`config.mk`:
```
export PLATFORM = sky130hd
export DESIGN_NAME = buffer_flow_ctrl
export DESIGN_NICKNAME = d
export VERILOG_FILES = /design/src/rtl/buffer_flow_ctrl.sv
export SDC_FILE = /design/constraint.sdc
export NUM_CORES = 1
export LEC_CHECK = 0
export ABC_AREA = 1
export CAP_MARGIN = 0
export CORE_AREA = 2 2 44 46
export CTS_CLUSTER_DIAMETER = 30
export DETAILED_ROUTE_END_ITERATION = 10
export DIE_AREA = 0 0 46 48
export PLACE_DENSITY = 0.78
export SLEW_MARGIN = 10
export SYNTH_ARGS = -nofsm -noshare
export SYNTH_HDL_FRONTEND = slang
export SYNTH_SLANG_ARGS = --single-unit
```
`constraint.sdc`:
```
create_clock -name clk -period 5.68 [get_ports clk]
set_clock_uncertainty 0.15 [all_clocks]
set_input_delay 0.852 -clock clk [delete_from_list [all_inputs] [get_ports clk]]
set_output_delay 0.852 -clock clk [all_outputs]
set_load 0.01 [all_outputs]
```
`src/rtl/buffer_flow_ctrl.sv`:
```
// Flow controller for the PE input/filter FIFO datapath.
// Turns valid/ready handshakes into write/read strobes, tracks occupancy and sequences drains.
module buffer_flow_ctrl #(
   parameter int DEPTH     = 16,
   parameter int PAR_WRITE = 1,
   parameter int PAR_READ  = 1,
   parameter int OCC_W     = $clog2(DEPTH + 1)
) (
   input  logic             clk,
   input  logic             rst,
   input  logic             in_valid,
   output logic             in_ready,
   output logic             out_valid,
   input  logic             out_ready,
   input  logic             flush_req,
   output logic             flush_done,
   input  logic             buf_ready,
   input  logic             buf_valid,
   input  logic             buf_full,
   input  logic             buf_empty,
   output logic             wen,
   output logic             wcnten,
   output logic             read_en,
   output logic             rcnten,
   output logic [OCC_W-1:0] occupancy,
   output logic             overflow_err,
   output logic             underflow_err
);

   localparam int SUM_W = OCC_W + 2;
   localparam logic [SUM_W-1:0] PW_W    = SUM_W'(PAR_WRITE);
   localparam logic [SUM_W-1:0] PR_W    = SUM_W'(PAR_READ);
   localparam logic [SUM_W-1:0] DEPTH_W = SUM_W'(DEPTH);

   typedef enum logic {W_ACCEPT, W_DRAIN} wstate_t;
   typedef enum logic {R_IDLE, R_HOLD} rstate_t;

   wstate_t          wstate;
   rstate_t          rstate;
   logic             write_beat;
   logic             read_beat;
   logic             drain_exit;
   logic             read_short;
   logic [SUM_W-1:0] occ_sum;
   logic [SUM_W-1:0] occ_next;

   // Strobes are combinational and forced low while reset is held so nothing leaks mid-abort.
   always_comb begin
      in_ready   = ~rst & (wstate == W_ACCEPT) & buf_ready & ~buf_full;
      write_beat = in_valid & in_ready;
      if (rstate == R_IDLE)
         read_beat = ~rst & buf_valid;
      else
         read_beat = ~rst & out_ready & buf_valid;
      wen        = write_beat;
      wcnten     = write_beat;
      read_en    = read_beat;
      rcnten     = read_beat;
      drain_exit = (wstate == W_DRAIN) && (occupancy == '0) && (rstate == R_IDLE);

      occ_sum    = {2'b00, occupancy} + (write_beat ? PW_W : '0);
      read_short = read_beat && (occ_sum < PR_W);
      occ_next   = occ_sum;
      if (read_beat)
         occ_next = read_short ? '0 : occ_sum - PR_W;
      if (occ_next > DEPTH_W)
         occ_next = DEPTH_W;
   end

   always_ff @(posedge clk or posedge rst) begin
      if (rst) begin
         wstate     <= W_ACCEPT;
         flush_done <= 1'b0;
      end else begin
         flush_done <= drain_exit;
         if (wstate == W_ACCEPT) begin
            if (flush_req)
               wstate <= W_DRAIN;
         end else if (drain_exit) begin
            wstate <= W_ACCEPT;
         end
      end
   end

   // out_valid mirrors R_HOLD; the beat fetched by read_en is held until consumed.
   always_ff @(posedge clk or posedge rst) begin
      if (rst) begin
         rstate    <= R_IDLE;
         out_valid <= 1'b0;
      end else if (rstate == R_IDLE) begin
         if (read_beat) begin
            rstate    <= R_HOLD;
            out_valid <= 1'b1;
         end
      end else if (out_ready && !read_beat) begin
         rstate    <= R_IDLE;
         out_valid <= 1'b0;
      end
   end

   always_ff @(posedge clk or posedge rst) begin
      if (rst) begin
         occupancy     <= '0;
         overflow_err  <= 1'b0;
         underflow_err <= 1'b0;
      end else begin
         occupancy <= OCC_W'(occ_next);
         if (write_beat && !buf_ready)
            overflow_err <= 1'b1;
         if (read_short)
            underflow_err <= 1'b1;
      end
   end

   // buf_empty is informational only; gating relies on buf_ready/buf_valid.
   logic unused_ok;
   assign unused_ok = buf_empty;

endmodule

```
==> run_results.csv <==
group,metric,value,unit
clock_network,cts_inserted_buffers,3,
placement,place_area,1000,um2
clock_network,cts_tree,"built",
floorplanning,row_count,15,
sta,grt_setup_unrepaired,"false",
floorplanning,core_area,1690,um2
sta,tns,0,ns
sta,fin_crit_sh,64.2,%
floorplanning,die_y,48,um
critical_path,r2r_setup_slack,3.05,ns
sta,period_needed,3.64,ns
sta,slew_violations,0,
power,ir_worst_vdd,0.000195,V
critical_path,start_kind,"input pin",
critical_path,critPathMaxFanout,13,
placement,dpl.cell_count,146,
power,p_leak,0.494,nW
sta,slew_headroom,70.5,%
global_routing,grt-ovfl-total,0,
yosys,syn-instance-count,111,
yosys,ys_seq_area_share,34.9,%
clock_network,cts.sinks,11,
worst_hold_path,whs_path_depth,0,
global_routing,grt_max_degree,14,
worst_hold_path,hold_start,"overflow_err",
layout,final_cell_mix,"nand2_1 (25), clkdlybuf4s50_1 (21), inv_1 (16)",
clock_network,path_clk_slew,0.07,ns
clock_network,clockBufferDepth,2,
power,swShare,43.3,%
placement,port_buffers,21,
layout,diodes,0,
clock_network,cts_resized,0,
worst_hold_path,hold_path_end,"overflow_err",
detailed_routing,drc,0,
flow_run,drv_cap,0,
power,pwr-share-clk,13.3,%
critical_path,crit_type,"input pin to output port",
layout,multiInputGateArea,432,um2
power,pwr-share-comb,55.2,%
clock_network,cts_setup_buffers,0,
placement,pre_cts_ws,1.94,ns
layout,fin_area,1030,um2
yosys,synth_cell_types,23,
sta,tightest_slew,0.442,ns
critical_path,r2r_start,"wstate",
sta,hold_viol_final,0,
run_status,outcome,"completed",
clock_network,clock-root-buffer,"clkbuf_4",
global_routing,grt_pass1_vias,632,
yosys,synth_area,790,um2
power,p_int,0.229,mW
layout,register_area,275,um2
yosys,syn_area_per_cell,7.11,um2
power,p_sw,0.174,mW
floorplanning,dieArea,2210,um2
layout,final_common_cell,"nand2_1",
yosys,synth_nets,123,
detailed_routing,wl_per_cell,10.5,um
layout,layout.nets,146,
global_routing,antenna_found_initial,0,
critical_path,endpoint_kind,"output port",
placement,dp_hpwl,1300,um
critical_path,crit_path_cell_trace,"clkdlybuf4s50_1, inv_2, nand3_1, nor3b_1, clkdlybuf4s50_1",
critical_path,crit_required,4.68,ns
critical_path,arrival,2.64,ns
clock_network,clk_latency,0.27,ns
clock_network,cts_hold_buf,0,
layout,layout-drive-gt1-share,12.8,%
detailed_routing,drt-total-wl,1580,um
power,power_density,392,nW/um2
critical_path,cpMostUsedCell,"clkdlybuf4s50_1",
sta,setup_ws,2.04,ns
yosys,yosysWarnings,0,
floorplanning,start_util,46.7,%
clock_network,htree_levels,1,
layout,fin_cells,150,
critical_path,critPathMaxStageDelay,0.62,ns
global_routing,grt_pass1_wl,2570,um
global_routing,track_usage,16.7,%
detailed_routing,drtIter0Drc,11,
floorplanning,design.portCount,23,
detailed_routing,viasPerCell,4.97,
critical_path,rr_worst_depth,12,
power,power_frac_seq,31.5,%
sta,setup_violations,0,
worst_hold_path,hp-class,"flop to flop",
critical_path,critical-path-slowest-cell,"clkdlybuf4s50_1",
detailed_routing,drt-pass1-iter-count,4,
floorplanning,die_w,46,um
sta,fmax,0.274,GHz
critical_path,r2r_end,"occupancy[1]",
layout,fillers,147,
detailed_routing,vias,745,
yosys,synth_seq_cells,11,
detailed_routing,ant_nets,0,
layout,syn_to_final_growth,30.3,%
power,totalPowerFinal,0.403,mW
placement,place_congestion,0.868,
==> synthesized netlist by cell type (all sizes together) <==
master / count / area [um2]
nand2: 30 / 125
dfrtp: 11 / 275
nor2: 18 / 87.6
xor2: 1 / 8.76
ha: 3 / 37.5
o21ai: 6 / 30.0
a21oi: 3 / 15.0
nand4: 2 / 12.5
nand3b: 1 / 7.51
nor4: 1 / 6.26
or2: 1 / 6.26
buf: 2 / 15.0
clkbuf: 1 / 3.75
nand3: 13 / 87.6
inv: 17 / 63.8
nor3b: 1 / 7.51
==> sequential cells by signal, indices dropped and copies added (netlist names) <==
name,cells
flush_done,1
occupancy,5
out_valid,1
overflow_err,1
rstate,1
underflow_err,1
wstate,1
==> power by group through the flow <==
stage	combinational [mW]	clock, mW	sequential, mW
3_5_place_dp	0.223	0	0.129
4_1_cts	0.224	0.0562	0.128
2_1_floorplan	0.139	0	0.135
6_report	0.222	0.0537	0.127
5_1_grt	0.250	0.0589	0.131
3_3_place_gp	0.217	0	0.129
==> cell type report <==
class	count	area share, %
Multi-Input combinational cell	80	42.0
Sequential cell	11	26.8
Timing Repair Buffer	21	20.4
Inverter	17	6.20
Clock buffer	4	2.55
Tap cell	17	2.07
==> stage by stage <==
| stage | hold WS, ns | utilization, % |
|---|---|---|
| 2_1_floorplan | 0.327 | - |
| 3_3_place_gp | 0.214 | 59.3 |
| 3_5_place_dp | 0.217 | 59.3 |
| 4_1_cts | 0.234 | 60.9 |
| 5_1_grt | 0.246 | 60.9 |
| 6_report | 0.233 | 60.9 |
==> routing by layer <==
metal | global-route usage, % | wire length (um)
met4 | 6.86 | 17
met1 | 21.2 | 756
met5 | 0 | 0
met2 | 26.9 | 747
met3 | 4.53 | 61
==> how the worst max path moves through the flow <==
| stage | cells after the start | slack [ns] | start | to |
|---|---|---|---|---|
| 2_1_floorplan | 12 | 2.51 | rst | occupancy[0] |
| 3_3_place_gp | 13 | 2.00 | rst | occupancy[1] |
| 3_5_place_dp | 13 | 1.94 | rst | occupancy[1] |
| 4_1_cts | 5 | 2.01 | rst | wcnten |
| 5_1_grt | 5 | 1.92 | rst | wcnten |
| 6_report | 5 | 2.04 | rst | wen |
==> cells by family after synthesis <==
group	share of synthesized area, %
AO/OA/AOI/OAI	5.70
XOR/XNOR	1.11
adder cells (fa/ha/maj)	4.75
buffers and inverters	10.5
flip-flops	34.9
AND/OR/NAND/NOR	43.1
==> critical path, delay by kind of cell <==
family                 cells  cell delay [ns]
buffers and inverters      3             1.25
AND/OR/NAND/NOR            2             0.53
Power figures use the tool's default switching activity.
